[config.mk]
export PLATFORM = sky130hd
export DESIGN_NAME = ex_muldiv_iter
export DESIGN_NICKNAME = d
export VERILOG_FILES = /design/src/rtl/ex_muldiv_iter.sv
export SDC_FILE = /design/constraint.sdc
export NUM_CORES = 1
export LEC_CHECK = 0
export ABC_AREA = 1
export CAP_MARGIN = 15
export CORE_MARGIN = 2
export CORE_UTILIZATION = 30
export DETAILED_ROUTE_END_ITERATION = 10
export PLACE_DENSITY_LB_ADDON = 0.08
export SYNTH_ARGS = -nofsm -noshare
export SYNTH_HDL_FRONTEND = slang
export SYNTH_SLANG_ARGS = --single-unit
export TNS_END_PERCENT = 1
[constraint.sdc]
create_clock -name clk -period 19.4 [get_ports clk]
set_input_delay 5.82 -clock clk [delete_from_list [all_inputs] [get_ports clk]]
set_output_delay 5.82 -clock clk [all_outputs]
set_load 0.05 [all_outputs]
[src/rtl/ex_muldiv_iter.sv]
// ex_muldiv_iter: iterative radix-2 multiply/divide engine for the EX stage.
// MSB-first shift-add multiply and restoring divide, with sign fix-up in a final cycle.
module ex_muldiv_iter #(
  parameter int WIDTH = 32,
  parameter int CNT_W = $clog2(WIDTH) + 1
) (
  input  logic               clk,
  input  logic               rst,
  input  logic               start,
  input  logic [2:0]         op,
  input  logic [WIDTH-1:0]   a,
  input  logic [WIDTH-1:0]   b,
  input  logic               flush,
  output logic               stall,
  output logic               done,
  output logic [2*WIDTH-1:0] hilo,
  output logic               div0
);

  localparam logic [2:0] OpMult = 3'd1;
  localparam logic [2:0] OpDiv  = 3'd3;
  localparam logic [2:0] OpDivu = 3'd4;

  typedef enum logic [1:0] {Idle, Run, Fix} state_t;

  state_t state, stateNxt;

  logic [CNT_W-1:0]   cnt;
  logic [2*WIDTH-1:0] acc;
  logic [WIDTH-1:0]   rem, q, m, rawA;
  logic [WIDTH-1:0]   aAbs, bAbs, qFix, rFix;
  logic [WIDTH:0]     shifted, trial;
  logic               isDiv, sgnRes, sgnDvd, bZero;
  logic               opValid, opSigned, opDiv, accept;

  assign opValid  = (op >= OpMult) && (op <= OpDivu);
  assign opSigned = (op == OpMult) || (op == OpDiv);
  assign opDiv    = (op == OpDiv) || (op == OpDivu);
  assign accept   = (state == Idle) && start && opValid && !flush;
  assign stall    = !rst && !flush && (accept || state != Idle);

  assign aAbs = (opSigned && a[WIDTH-1]) ? -a : a;
  assign bAbs = (opSigned && b[WIDTH-1]) ? -b : b;

  // q holds the multiplier while multiplying, dividend/quotient while dividing
  assign shifted = {rem, q[WIDTH-1]};
  assign trial   = shifted - {1'b0, m};

  assign qFix = sgnRes ? -q : q;
  assign rFix = sgnDvd ? -rem : rem;

  always_ff @(posedge clk or posedge rst) begin
    if (rst) state <= Idle;
    else     state <= stateNxt;
  end

  always_comb begin
    stateNxt = state;
    unique case (state)
      Idle:    if (accept) stateNxt = Run;
      Run:     if (cnt == CNT_W'(1)) stateNxt = Fix;
      Fix:     stateNxt = Idle;
      default: stateNxt = Idle;
    endcase
    if (flush) stateNxt = Idle;
  end

  always_ff @(posedge clk or posedge rst) begin
    if (rst) begin
      cnt    <= '0;
      acc    <= '0;
      rem    <= '0;
      q      <= '0;
      m      <= '0;
      rawA   <= '0;
      isDiv  <= 1'b0;
      sgnRes <= 1'b0;
      sgnDvd <= 1'b0;
      bZero  <= 1'b0;
      hilo   <= '0;
      done   <= 1'b0;
      div0   <= 1'b0;
    end else begin
      done <= 1'b0;
      div0 <= 1'b0;
      unique case (state)
        Idle: if (accept) begin
          m      <= opDiv ? bAbs : aAbs;
          q      <= opDiv ? aAbs : bAbs;
          acc    <= '0;
          rem    <= '0;
          rawA   <= a;
          bZero  <= (b == '0);
          isDiv  <= opDiv;
          sgnRes <= opSigned && (a[WIDTH-1] ^ b[WIDTH-1]);
          sgnDvd <= opSigned && a[WIDTH-1];
          cnt    <= CNT_W'(WIDTH);
        end
        Run: begin
          cnt <= cnt - CNT_W'(1);
          if (isDiv) begin
            if (trial[WIDTH]) begin
              rem <= shifted[WIDTH-1:0];
              q   <= {q[WIDTH-2:0], 1'b0};
            end else begin
              rem <= trial[WIDTH-1:0];
              q   <= {q[WIDTH-2:0], 1'b1};
            end
          end else begin
            acc <= {acc[2*WIDTH-2:0], 1'b0}
                 + (q[WIDTH-1] ? {{WIDTH{1'b0}}, m} : '0);
            q   <= {q[WIDTH-2:0], 1'b0};
          end
        end
        Fix: if (!flush) begin
          done <= 1'b1;
          div0 <= isDiv && bZero;
          if (isDiv)
            hilo <= bZero ? {rawA, {WIDTH{1'b1}}} : {rFix, qFix};
          else
            hilo <= sgnRes ? -acc : acc;
        end
        default: ;
      endcase
    end
  end

endmodule

==> results of run 1 <==
==> cells by family after synthesis <==
logic type / share of synthesized area [%]
DFF: 28.2
xor gates and xnor gates: 3.11
adders and majority gates: 3.87
AOI/OAI and AO/OA: 10.9
buffers and inverters: 11.3
and+or+nand+nor: 42.6
==> layout make-up <==
cell class                      count  area (µm²)
Fill cell                        8969       51400
Multi-Input combinational cell   3080       14500
Sequential cell                   270        6760
Inverter                          565        2130
Timing Repair Buffer              162        1560
Tap cell                         1050        1310
Clock buffer                       53        1100
Clock inverter                     11         205
==> flip-flops by register name, summed over array words and instances, names as in the netlist <==
register	count
rawA	32
rem	32
sgnDvd	1
m	32
cnt	6
q	32
bZero	1
done	1
isDiv	1
sgnRes	1
div0	1
hilo	64
acc	64
state	2
==> per-stage QoR <==
step / setup WS (ns) / cell area [µm²] / power, µW
after CTS: 4.63 / 27600 / 4630
after global routing: 4.53 / 27600 / 4980
after floorplan: 5.94 / 24000 / 2850
final: 4.63 / 27600 / 4630
after global placement: 4.63 / 26300 / 3860
after detailed placement: 4.64 / 26300 / 3850
==> metal layers <==
layer	up-vias	global-route usage, %	wire, µm	share of wire, %
met5	-	0	0	0
met4	0	10.8	4810	4.3
met3	168	2.60	4680	4.2
met2	730	45.0	52400	47
met1	12100	35.8	50100	45
li1	12900	-	-	-
==> worst paths after layout <==
path	to
worst min-delay path	cnt[5]
max in group asynchronous	sgnRes
min in group asynchronous	hilo[61]
worst max-delay path	stall
worst max register to register	acc[25]
worst min register to register	cnt[5]
==> cell usage in the layout, fill, tap and decap left out, types with 47 or more instances in the layout <==
master	instances
sky130_fd_sc_hd__o21ai_0	189
sky130_fd_sc_hd__o22ai_1	51
sky130_fd_sc_hd__a21oi_1	143
sky130_fd_sc_hd__nand3_1	367
sky130_fd_sc_hd__clkdlybuf4s50_1	137
sky130_fd_sc_hd__nand4_1	47
sky130_fd_sc_hd__inv_1	549
sky130_fd_sc_hd__dfrtp_1	269
sky130_fd_sc_hd__xor2_1	54
sky130_fd_sc_hd__nor3_1	47
sky130_fd_sc_hd__nor2_1	450
sky130_fd_sc_hd__nand2_1	1443
sky130_fd_sc_hd__ha_1	71
==> cell usage after synthesis (3+ instances only) <==
master                      number
sky130_fd_sc_hd__nor2_1        455
sky130_fd_sc_hd__o21a_1          3
sky130_fd_sc_hd__dfrtp_1       270
sky130_fd_sc_hd__buf_1          16
sky130_fd_sc_hd__o21ai_0       189
sky130_fd_sc_hd__ha_1           71
sky130_fd_sc_hd__a2bb2oi_1       5
sky130_fd_sc_hd__nor2_2         12
sky130_fd_sc_hd__o31ai_1         4
sky130_fd_sc_hd__o221ai_1        6
sky130_fd_sc_hd__nand4_1        47
sky130_fd_sc_hd__xor2_1         54
sky130_fd_sc_hd__nor3_2          4
sky130_fd_sc_hd__nand2_2        13
sky130_fd_sc_hd__nand3b_1       18
sky130_fd_sc_hd__a21oi_2         3
sky130_fd_sc_hd__inv_1         552
sky130_fd_sc_hd__buf_2          42
sky130_fd_sc_hd__o211ai_1       26
sky130_fd_sc_hd__buf_4           4
sky130_fd_sc_hd__clkbuf_1       59
sky130_fd_sc_hd__a31oi_1         8
sky130_fd_sc_hd__nand3_1       368
sky130_fd_sc_hd__inv_2          11
sky130_fd_sc_hd__xnor2_1        31
sky130_fd_sc_hd__or2_2          19
sky130_fd_sc_hd__and2_1          4
sky130_fd_sc_hd__nand2_1      1443
sky130_fd_sc_hd__o22ai_1        51
sky130_fd_sc_hd__a21oi_1       143
sky130_fd_sc_hd__a21boi_0        6
sky130_fd_sc_hd__o21bai_1        9
sky130_fd_sc_hd__nor2_4          4
sky130_fd_sc_hd__nor3_1         47
sky130_fd_sc_hd__buf_6           6
sky130_fd_sc_hd__nor4_1          6
sky130_fd_sc_hd__or2_1           3
==> worst max-delay path, delay by kind of cell <==
family | cells | cell delay, ns
buffers and inverters | 4 | 2.00
AND/OR/NAND/NOR | 4 | 1.08
==> report_power, final <==
part / total [µW] / internal (µW) / switching, µW / leakage [µW]
clock network: 761 / 461 / 301 / 0.000636
registers: 1090 / 771 / 315 / 0.00342
logic: 2790 / 841 / 1950 / 0.0104
==> flow_summary.html, run 1 <==
<table>
<tr><th>Metric</th><th>Value</th></tr>
<tr><th colspan="2">Status</th></tr>
<tr><td>Run status</td><td>completed</td></tr>
<tr><th colspan="2">Critical path</th></tr>
<tr><td>Slack of the worst reg-to-reg path</td><td>16.05 ns</td></tr>
<tr><td>Library cell contributing the largest single delay on the critical path</td><td>sky130_fd_sc_hd__clkdlybuf4s50_1</td></tr>
<tr><td>Critical path endpoint category</td><td>primary output</td></tr>
<tr><td>Worst stage delay on the critical path</td><td>a little over 0.8 ns</td></tr>
<tr><td>Reg-to-Reg Start</td><td>q[31]</td></tr>
<tr><td>Largest fanout of any net on the critical path</td><td>33</td></tr>
<tr><td>Startpoint types</td><td>primary input</td></tr>
<tr><td>Worst setup path category</td><td>in -&gt; out</td></tr>
<tr><td>WP data required</td><td>around 14 ns</td></tr>
<tr><td>Cells traversed along the worst timing path</td><td>clkdlybuf4s50_1 -&gt; nor3_2 -&gt; nand3_4 -&gt; inv_1 -&gt; buf_4 -&gt; nor3_1 -&gt; nor3_1 -&gt; clkdlybuf4s50_1</td></tr>
<tr><td>Worst setup startpoint</td><td>flush</td></tr>
<tr><td>Arrival time of data at the critical path endpoint</td><td>~9.0 ns</td></tr>
<tr><td>Reg2reg path depth</td><td>13</td></tr>
<tr><th colspan="2">Clock network</th></tr>
<tr><td>Number of clock sinks</td><td>270</td></tr>
<tr><td>Number of resized instances in the post-cts repair step</td><td>0</td></tr>
<tr><td>Post-CTS Hold Buffers</td><td>0</td></tr>
<tr><td>Post-CTS Repair Setup Buffers</td><td>0</td></tr>
<tr><td>TritonCTS clock tree</td><td>built</td></tr>
<tr><td>Worst-skew pair later-pin latency</td><td>~0.58 ns</td></tr>
<tr><td>Root Buffer Master</td><td>sky130_fd_sc_hd__clkbuf_16</td></tr>
<tr><td>H-tree lvl count</td><td>2</td></tr>
<tr><td>CTS buffer count</td><td>38</td></tr>
<tr><td>Buffer levels on the longest clock path</td><td>3</td></tr>
<tr><td>Clock edge transition at the registers on the reported setup and hold paths</td><td>~0.050 ns</td></tr>
<tr><th colspan="2">Cells and area</th></tr>
<tr><td>Relative area change from synthesis to final layout</td><td>15.2%</td></tr>
<tr><td>Layout cells sized above 1</td><td>between 4 and 5%</td></tr>
<tr><td>Antenna diodes</td><td>0</td></tr>
<tr><td>Number of standard cells in the final layout excluding fillers</td><td>5191</td></tr>
<tr><td>Post-layout nets</td><td>~4300</td></tr>
<tr><td>Share of the core filled with cells</td><td>a little over a third</td></tr>
<tr><th colspan="2">Drt</th></tr>
<tr><td>DRC viols</td><td>0</td></tr>
<tr><td>First drt pass iteration count</td><td>5</td></tr>
<tr><td>Overall routed net length</td><td>112000 µm</td></tr>
<tr><td>DRT iter0 DRCs</td><td>between 2000 and 2500</td></tr>
<tr><td>Antenna Nets Post-Route</td><td>0</td></tr>
<tr><td>Post-DR wirelength/cell</td><td>21.6 µm</td></tr>
<tr><td>Vias per cell</td><td>about 5.0</td></tr>
<tr><td>Vias</td><td>around 26000</td></tr>
<tr><th colspan="2">STA</th></tr>
<tr><td>Unrepaired setup endpoints after global routing</td><td>false</td></tr>
<tr><td>Final count of negative-setup-slack endpoints</td><td>0</td></tr>
<tr><td>Post-Route Hold Slack</td><td>about 0.48 ns</td></tr>
<tr><td>Slew @ Worst Pin</td><td>1.02 ns</td></tr>
<tr><td>Final clock period utilization by the worst path</td><td>roughly 76%</td></tr>
<tr><td>Shortest period the worst path allows</td><td>14.77 ns</td></tr>
<tr><td>Sum of negative setup slack</td><td>0 ns</td></tr>
<tr><td>Hold violation count in the final report</td><td>0</td></tr>
<tr><td>Achievable clock frequency</td><td>between 60 and 70 MHz</td></tr>
<tr><td>Clock Skew</td><td>roughly 0.038 ns</td></tr>
<tr><td>Slew Limit Headroom</td><td>a little under a third</td></tr>
<tr><td>Final max-slew violation count</td><td>0</td></tr>
<tr><th colspan="2">GRT</th></tr>
<tr><td>Wire length of the first global-routing pass</td><td>165000 µm</td></tr>
<tr><td>Initial antenna violation count</td><td>0</td></tr>
<tr><td>Global-route usage over all layers</td><td>roughly 27%</td></tr>
<tr><td>GRT Residual Overflow</td><td>0</td></tr>
<tr><td>Number of global-route vias before repair</td><td>between 20000 and 25000</td></tr>
<tr><td>Largest net degree at the start of global routing</td><td>between 80 and 90</td></tr>
<tr><th colspan="2">Power</th></tr>
<tr><td>Max IR drop VDD</td><td>about 0.077 mV</td></tr>
<tr><td>Leakage power of the design</td><td>0.0144 µW</td></tr>
<tr><td>Total power per unit cell area</td><td>~170 nW/µm²</td></tr>
<tr><th colspan="2">Worst hold path</th></tr>
<tr><td>Hold Path Depth</td><td>1</td></tr>
<tr><td>Worst min path class</td><td>reg -&gt; reg</td></tr>
<tr><td>Hold Startpoint</td><td>cnt[5]</td></tr>
<tr><th colspan="2">Floorplanning</th></tr>
<tr><td>Starting Density</td><td>30.3%</td></tr>
<tr><td>Site Rows</td><td>103</td></tr>
<tr><td>Height of the die</td><td>287 µm</td></tr>
<tr><td>Core Region</td><td>approximately 79000 µm²</td></tr>
<tr><td>Number of I/O pins</td><td>about 140</td></tr>
<tr><td>DIE WIDTH</td><td>approximately 290 µm</td></tr>
<tr><td>Die Footprint</td><td>a little over 80000 µm²</td></tr>
<tr><th colspan="2">Synthesis</th></tr>
<tr><td>Number of nets produced by synthesis</td><td>about 4200</td></tr>
<tr><td>Post-synth top area share</td><td>approximately 28%</td></tr>
<tr><td>Leading area contributor after synthesis</td><td>sky130_fd_sc_hd__dfrtp_1</td></tr>
<tr><td>Share of the yosys chip area belonging to registers</td><td>28.2%</td></tr>
<tr><td>Yosys warning total</td><td>0</td></tr>
<tr><td>Dominant register cell in the synthesized netlist</td><td>sky130_fd_sc_hd__dfrtp_1</td></tr>
<tr><td>Mean cell area of the mapped netlist</td><td>5.93 µm²</td></tr>
<tr><td>Leading post-synthesis cells by cell area</td><td>sky130_fd_sc_hd__dfrtp_1 (28%), sky130_fd_sc_hd__nand2_1 (23%), sky130_fd_sc_hd__inv_1 (8.6%)</td></tr>
<tr><td>Fraction of registers with async set/reset</td><td>between 90% and 100%</td></tr>
<tr><td>Number of enable flip-flop cells after synthesis</td><td>0</td></tr>
<tr><td>Number of flip-flops and latches in the synthesized netlist</td><td>270</td></tr>
<tr><td>Netlist area before placement</td><td>between 20000 and 25000 µm²</td></tr>
<tr><td>Distinct cell type count of the synthesized netlist</td><td>a little under 60</td></tr>
<tr><td>Gate Count Post-Synth</td><td>slightly above 4000</td></tr>
<tr><th colspan="2">Placed design</th></tr>
<tr><td>Port buffer count</td><td>roughly 140</td></tr>
<tr><td>Detailed placer's ending HPWL</td><td>approximately 90000 µm</td></tr>
<tr><td>Count of placed standard cells including taps</td><td>around 5100</td></tr>
<tr><td>GPL Wtd Cong</td><td>just over 0.9</td></tr>
<tr><th colspan="2">Run</th></tr>
<tr><td>Number of maximum-capacitance constraint violations</td><td>0</td></tr>
</table>
Power figures use the tool's default switching activity.
==> run 2, diff against run 1 <==
==> constraint.sdc (replaced) <==
create_clock -name clk -period 13.9 [get_ports clk]
set_input_delay 4.17 -clock clk [delete_from_list [all_inputs] [get_ports clk]]
set_output_delay 4.17 -clock clk [all_outputs]
set_load 0.05 [all_outputs]
==> flow_summary.html, run 2 (synthesis results as in run 1) <==
<table>
<tr><th>Metric</th><th>Value</th></tr>
<tr><th colspan="2">Status</th></tr>
<tr><td>Run status</td><td>completed</td></tr>
<tr><th colspan="2">STA</th></tr>
<tr><td>Shortest period the worst path allows</td><td>between 10 and 15 ns</td></tr>
<tr><td>Smallest setup slack after layout</td><td>2.81 ns</td></tr>
<tr><td>Slew Limit Headroom</td><td>about two fifths</td></tr>
<tr><td>Final count of negative-setup-slack endpoints</td><td>0</td></tr>
<tr><td>Final max-slew violation count</td><td>0</td></tr>
<tr><td>Clock Skew</td><td>0.0282 ns</td></tr>
<tr><td>Unrepaired setup endpoints after global routing</td><td>false</td></tr>
<tr><td>Final clock period utilization by the worst path</td><td>about 80%</td></tr>
<tr><td>Hold violation count in the final report</td><td>0</td></tr>
<tr><td>Sum of negative setup slack</td><td>0 ns</td></tr>
<tr><td>Achievable clock frequency</td><td>90.2 MHz</td></tr>
<tr><td>Slew @ Worst Pin</td><td>~0.9 ns</td></tr>
<tr><th colspan="2">Clock network</th></tr>
<tr><td>H-tree lvl count</td><td>2</td></tr>
<tr><td>Buffer levels on the longest clock path</td><td>3</td></tr>
<tr><td>Number of clock sinks</td><td>270</td></tr>
<tr><td>Root Buffer Master</td><td>sky130_fd_sc_hd__clkbuf_16</td></tr>
<tr><td>Number of resized instances in the post-cts repair step</td><td>0</td></tr>
<tr><td>Clock edge transition at the registers on the reported setup and hold paths</td><td>~0.050 ns</td></tr>
<tr><td>CTS buffer count</td><td>37</td></tr>
<tr><td>Post-CTS Hold Buffers</td><td>0</td></tr>
<tr><td>Worst-skew pair later-pin latency</td><td>0.58 ns</td></tr>
<tr><td>TritonCTS clock tree</td><td>built</td></tr>
<tr><td>Post-CTS Repair Setup Buffers</td><td>0</td></tr>
<tr><th colspan="2">GRT</th></tr>
<tr><td>Number of global-route vias before repair</td><td>~25000</td></tr>
<tr><td>Wire length of the first global-routing pass</td><td>~160000 µm</td></tr>
<tr><td>Largest net degree at the start of global routing</td><td>roughly 110</td></tr>
<tr><td>Initial antenna violation count</td><td>1</td></tr>
<tr><td>Global-route usage over all layers</td><td>a little over a quarter</td></tr>
<tr><td>GRT Residual Overflow</td><td>0</td></tr>
<tr><th colspan="2">Critical path</th></tr>
<tr><td>Worst setup path category</td><td>in -&gt; out</td></tr>
<tr><td>Slack of the worst reg-to-reg path</td><td>between 10 and 15 ns</td></tr>
<tr><td>Critical path endpoint category</td><td>primary output</td></tr>
<tr><td>Arrival time of data at the critical path endpoint</td><td>6.92 ns</td></tr>
<tr><td>WP data required</td><td>9.73 ns</td></tr>
<tr><td>Cells traversed along the worst timing path</td><td>clkdlybuf4s50_1 -&gt; o21ai_0 -&gt; nand2_1 -&gt; nand3_4 -&gt; inv_1 -&gt; nor3_1 -&gt; nor3_1 -&gt; clkdlybuf4s50_1</td></tr>
<tr><td>Startpoint types</td><td>primary input</td></tr>
<tr><td>Largest fanout of any net on the critical path</td><td>23</td></tr>
<tr><td>Worst stage delay on the critical path</td><td>between 0.7 and 0.8 ns</td></tr>
<tr><td>Library cell contributing the largest single delay on the critical path</td><td>sky130_fd_sc_hd__clkdlybuf4s50_1</td></tr>
<tr><th colspan="2">Drt</th></tr>
<tr><td>First drt pass iteration count</td><td>5</td></tr>
<tr><td>DRC viols</td><td>0</td></tr>
<tr><td>DRT iter0 DRCs</td><td>2406</td></tr>
<tr><td>Antenna Nets Post-Route</td><td>0</td></tr>
<tr><td>Vias per cell</td><td>just over 5</td></tr>
<tr><td>Overall routed net length</td><td>about 110000 µm</td></tr>
<tr><td>Vias</td><td>about 26000</td></tr>
<tr><td>Post-DR wirelength/cell</td><td>~22 µm</td></tr>
<tr><th colspan="2">Floorplanning</th></tr>
<tr><td>Site Rows</td><td>between 100 and 150</td></tr>
<tr><td>Core Region</td><td>~80000 µm²</td></tr>
<tr><td>Die Footprint</td><td>82200 µm²</td></tr>
<tr><td>DIE WIDTH</td><td>287 µm</td></tr>
<tr><td>Number of I/O pins</td><td>138</td></tr>
<tr><td>Height of the die</td><td>287 µm</td></tr>
<tr><td>Starting Density</td><td>30.3%</td></tr>
<tr><th colspan="2">Placed design</th></tr>
<tr><td>Port buffer count</td><td>between 100 and 150</td></tr>
<tr><td>Count of placed standard cells including taps</td><td>slightly above 5000</td></tr>
<tr><td>Detailed placer's ending HPWL</td><td>around 90000 µm</td></tr>
<tr><td>Pre-CTS setup slack</td><td>around 2.9 ns</td></tr>
<tr><td>Post-placement cell area</td><td>approximately 26000 µm²</td></tr>
<tr><td>GPL Wtd Cong</td><td>0.945</td></tr>
<tr><th colspan="2">Cells and area</th></tr>
<tr><td>Share of the core filled with cells</td><td>a little over a third</td></tr>
<tr><td>Relative area change from synthesis to final layout</td><td>14.4%</td></tr>
<tr><td>Filler cell count in the final layout</td><td>roughly 9000</td></tr>
<tr><td>Antenna diodes</td><td>0</td></tr>
<tr><td>Top flop regs</td><td>acc x64, hilo x64</td></tr>
<tr><td>Flip-flop and latch area</td><td>6760 µm²</td></tr>
<tr><td>Post-layout nets</td><td>about 4300</td></tr>
<tr><td>Highest-count cells in the layout ignoring fill and taps</td><td>sky130_fd_sc_hd__nand2_1 (1443), sky130_fd_sc_hd__inv_1 (549), sky130_fd_sc_hd__nor2_1 (450)</td></tr>
<tr><td>Area of the multi-input gates</td><td>approximately 15000 µm²</td></tr>
<tr><td>Area of all placed cells without fillers</td><td>~27000 µm²</td></tr>
<tr><td>Most common library cell in the layout ignoring fill and taps</td><td>sky130_fd_sc_hd__nand2_1</td></tr>
<tr><td>Layout cells sized above 1</td><td>around 4%</td></tr>
<tr><td>Number of standard cells in the final layout excluding fillers</td><td>a little over 5000</td></tr>
<tr><th colspan="2">Power</th></tr>
<tr><td>Leakage power of the design</td><td>between 0.01 and 0.015 µW</td></tr>
<tr><td>Max IR drop VDD</td><td>around 0.086 mV</td></tr>
<tr><td>Total power per unit cell area</td><td>approximately 230 nW/µm²</td></tr>
<tr><th colspan="2">Run</th></tr>
<tr><td>Number of maximum-capacitance constraint violations</td><td>0</td></tr>
<tr><th colspan="2">Worst hold path</th></tr>
<tr><td>Worst min path class</td><td>reg -&gt; reg</td></tr>
</table>
[run 2: area by class of cell]
class                           instances  area share [%]
Multi-Input combinational cell       3080            53.0
Timing Repair Buffer                  163            5.71
Clock inverter                          8           0.283
Sequential cell                       270            24.6
Tap cell                             1050            4.79
Clock buffer                           53            3.78
Inverter                              565            7.76
[run 2: final timing paths]
path,start,end,cells past startpoint
max,op[0],stall,8
min reg2reg,cnt[5],cnt[5],1
min,cnt[5],cnt[5],1
min in group asynchronous,rst,hilo[33],2
max reg2reg,q[31],acc[61],18
max in group asynchronous,rst,isDiv,4
[run 2: per-layer routing]
metal / global-route usage, % / up-vias / part of all wire [%]
li1: - / 13000 / -
met1: 37.0 / 12200 / 46
met2: 44.5 / 736 / 46
met3: 2.27 / 144 / 4.5
met4: 8.82 / 0 / 3.5
met5: 0 / - / 0
[run 2: worst max-delay path: cells and delay by family]
family	cells	cell delay, ns
buf+inv	3	1.27
simple gates	4	1.27
compound gates	1	0.20
[run 2: power by group]
part	internal [µW]	switching, µW
logic	1170	2650
registers	1080	441
clock network	534	401
total	2780	3490
[run 2: stage by stage]
step,hold slack (ns),total power [µW]
finish,0.480,6270
global placement,0.464,5310
global route,0.497,6770
floorplan,0.447,3980
CTS,0.482,6260
detailed placement,0.467,5300
==> run 3, diff against run 2 <==
==> constraint.sdc (replaced) <==
create_clock -name clk -period 9.5 [get_ports clk]
set_input_delay 2.85 -clock clk [delete_from_list [all_inputs] [get_ports clk]]
set_output_delay 2.85 -clock clk [all_outputs]
set_load 0.05 [all_outputs]
==> flow_summary.html, run 3 (synthesis results as in run 1) <==
<table>
<tr><th>Metric</th><th>Value</th></tr>
<tr><th colspan="2">GRT</th></tr>
<tr><td>Most utilized layer in the global route result</td><td>met2</td></tr>
<tr><td>Wire length of the first global-routing pass</td><td>164000 µm</td></tr>
<tr><td>Met1 Usage GRT</td><td>between 30% and 40%</td></tr>
<tr><td>Largest net degree at the start of global routing</td><td>150</td></tr>
<tr><td>Met3 Usage GRT</td><td>about 2.7%</td></tr>
<tr><td>Global-route usage over all layers</td><td>between 20 and 30%</td></tr>
<tr><td>GRT Residual Overflow</td><td>0</td></tr>
<tr><td>GR met2 Demand/Resource</td><td>about 45%</td></tr>
<tr><td>Number of global-route vias before repair</td><td>about 25000</td></tr>
<tr><td>Initial antenna violation count</td><td>1</td></tr>
<tr><th colspan="2">STA</th></tr>
<tr><td>Slew Limit Headroom</td><td>32.2%</td></tr>
<tr><td>Sum of negative setup slack</td><td>0 ns</td></tr>
<tr><td>Shortest period the worst path allows</td><td>about 7.5 ns</td></tr>
<tr><td>Slew @ Worst Pin</td><td>1.02 ns</td></tr>
<tr><td>Achievable clock frequency</td><td>133 MHz</td></tr>
<tr><td>Smallest setup slack after layout</td><td>around 2 ns</td></tr>
<tr><td>Final count of negative-setup-slack endpoints</td><td>0</td></tr>
<tr><td>Clock Skew</td><td>approximately 0.025 ns</td></tr>
<tr><td>Unrepaired setup endpoints after global routing</td><td>false</td></tr>
<tr><td>Final clock period utilization by the worst path</td><td>about four fifths</td></tr>
<tr><td>Hold violation count in the final report</td><td>0</td></tr>
<tr><td>Final max-slew violation count</td><td>0</td></tr>
<tr><th colspan="2">Power</th></tr>
<tr><td>Share of total power in sequential cells</td><td>between 20% and 30%</td></tr>
<tr><td>Max IR drop VDD</td><td>between 0.15 and 0.2 mV</td></tr>
<tr><td>Leakage power of the design</td><td>~0.014 µW</td></tr>
<tr><td>Overall power of the completed layout</td><td>around 9300 µW</td></tr>
<tr><td>Power share of the combinational group</td><td>59.9%</td></tr>
<tr><td>Internal power component</td><td>~4200 µW</td></tr>
<tr><td>Clk pwr share</td><td>between 15 and 20%</td></tr>
<tr><td>Switch share</td><td>between 50% and 60%</td></tr>
<tr><td>Total power per unit cell area</td><td>about 340 nW/µm²</td></tr>
<tr><td>Net switching power figure</td><td>around 5100 µW</td></tr>
<tr><th colspan="2">Critical path</th></tr>
<tr><td>WP data required</td><td>between 6 and 7 ns</td></tr>
<tr><td>Worst setup path category</td><td>in -&gt; out</td></tr>
<tr><td>Critical path endpoint category</td><td>primary output</td></tr>
<tr><td>Startpoint types</td><td>primary input</td></tr>
<tr><td>Slack of the worst reg-to-reg path</td><td>approximately 6.3 ns</td></tr>
<tr><td>Arrival time of data at the critical path endpoint</td><td>about 4.6 ns</td></tr>
<tr><td>Largest fanout of any net on the critical path</td><td>4</td></tr>
<tr><th colspan="2">Floorplanning</th></tr>
<tr><td>Die Footprint</td><td>approximately 80000 µm²</td></tr>
<tr><td>Core Region</td><td>between 70000 and 80000 µm²</td></tr>
<tr><td>DIE WIDTH</td><td>287 µm</td></tr>
<tr><td>Height of the die</td><td>~290 µm</td></tr>
<tr><td>Starting Density</td><td>a little under a third</td></tr>
<tr><td>Site Rows</td><td>just over 100</td></tr>
<tr><td>Number of I/O pins</td><td>roughly 140</td></tr>
<tr><th colspan="2">Clock network</th></tr>
<tr><td>CTS buffer count</td><td>40</td></tr>
<tr><td>Number of clock sinks</td><td>between 200 and 300</td></tr>
<tr><td>H-tree lvl count</td><td>2</td></tr>
<tr><td>Root Buffer Master</td><td>sky130_fd_sc_hd__clkbuf_16</td></tr>
<tr><td>Worst-skew pair later-pin latency</td><td>slightly below 0.6 ns</td></tr>
<tr><td>Clock edge transition at the registers on the reported setup and hold paths</td><td>approximately 0.06 ns</td></tr>
<tr><td>Post-CTS Repair Setup Buffers</td><td>0</td></tr>
<tr><td>TritonCTS clock tree</td><td>built</td></tr>
<tr><td>Post-CTS Hold Buffers</td><td>0</td></tr>
<tr><td>Buffer levels on the longest clock path</td><td>3</td></tr>
<tr><td>Number of resized instances in the post-cts repair step</td><td>0</td></tr>
<tr><th colspan="2">Status</th></tr>
<tr><td>Run status</td><td>completed</td></tr>
<tr><th colspan="2">Drt</th></tr>
<tr><td>Antenna Nets Post-Route</td><td>0</td></tr>
<tr><td>DRT iter0 DRCs</td><td>2149</td></tr>
<tr><td>First drt pass iteration count</td><td>6</td></tr>
<tr><td>Vias per cell</td><td>5.00</td></tr>
<tr><td>Overall routed net length</td><td>around 110000 µm</td></tr>
<tr><td>Post-DR wirelength/cell</td><td>roughly 21 µm</td></tr>
<tr><td>DRC viols</td><td>0</td></tr>
<tr><td>Vias</td><td>~26000</td></tr>
<tr><th colspan="2">Worst hold path</th></tr>
<tr><td>Worst min path class</td><td>reg -&gt; reg</td></tr>
<tr><th colspan="2">Cells and area</th></tr>
<tr><td>Post-layout nets</td><td>4264</td></tr>
<tr><td>Number of standard cells in the final layout excluding fillers</td><td>5203</td></tr>
<tr><td>Top flop regs</td><td>acc x64, hilo x64</td></tr>
<tr><td>Most common library cell in the layout ignoring fill and taps</td><td>sky130_fd_sc_hd__nand2_1</td></tr>
<tr><td>Relative area change from synthesis to final layout</td><td>15.3%</td></tr>
<tr><td>Highest-count cells in the layout ignoring fill and taps</td><td>sky130_fd_sc_hd__nand2_1 (1443), sky130_fd_sc_hd__inv_1 (549), sky130_fd_sc_hd__nor2_1 (450)</td></tr>
<tr><td>Layout cells sized above 1</td><td>under 10%</td></tr>
<tr><th colspan="2">Placed design</th></tr>
<tr><td>Detailed placer's ending HPWL</td><td>about 90000 µm</td></tr>
<tr><td>Pre-CTS setup slack</td><td>1.95 ns</td></tr>
<tr><td>Port buffer count</td><td>about 140</td></tr>
<tr><td>Count of placed standard cells including taps</td><td>5128</td></tr>
<tr><td>GPL Wtd Cong</td><td>roughly 0.94</td></tr>
<tr><th colspan="2">Run</th></tr>
<tr><td>Number of maximum-capacitance constraint violations</td><td>0</td></tr>
</table>
## run 3: final cells by class
type / instances / area [µm²]
antenna: 2 / 5.00
clock buffer: 61 / 1210
clock inverter: 12 / 71.3
fill: 8922 / 51400
inverter: 565 / 2120
multi-input combinational: 3080 / 14500
sequential: 270 / 6760
tap: 1050 / 1310
timing repair buffer: 163 / 1610
## run 3: per-stage QoR
stage / hold WS, ns / cell area (µm²) / utilization (%)
floorplan: 0.447 / 24000 / -
global placement: 0.467 / 26300 / 33.3
detailed placement: 0.469 / 26300 / 33.3
CTS: 0.476 / 27600 / 35.0
global route: 0.494 / 27600 / 35.0
finish: 0.473 / 27600 / 35.0
## run 3: final timing paths
check	depth (start not counted)	end	from
worst min register to register	1	cnt[5]	cnt[5]
worst min-delay path	1	cnt[5]	cnt[5]
min in group asynchronous	3	hilo[45]	rst
worst max register to register	17	rem[21]	q[31]
max in group asynchronous	4	sgnRes	rst
worst max-delay path	7	stall	flush
## run 3: power groups by stage
stage	clock network, µW	logic, µW	registers [µW]
finish	1490	5580	2230
detailed placement	0	5530	2230
global placement	0	5530	2240
global route	1560	6190	2270
floorplan	0	3490	2340
CTS	1520	5560	2210
## run 3: critical path: stages
cell and delay [ns]:
sky130_fd_sc_hd__clkdlybuf4s50_1 0.59, sky130_fd_sc_hd__nor3_2 0.38, sky130_fd_sc_hd__nand3_4 0.12, sky130_fd_sc_hd__inv_1 0.10, sky130_fd_sc_hd__nor3_1 0.10, sky130_fd_sc_hd__nor3_1 0.31, sky130_fd_sc_hd__buf_12 0.19
## run 3: metal layers
metal	up-vias	wire [µm]
met4	0	3350
met5	-	0
met2	682	51700
li1	13000	-
met3	117	4880
met1	12200	51400
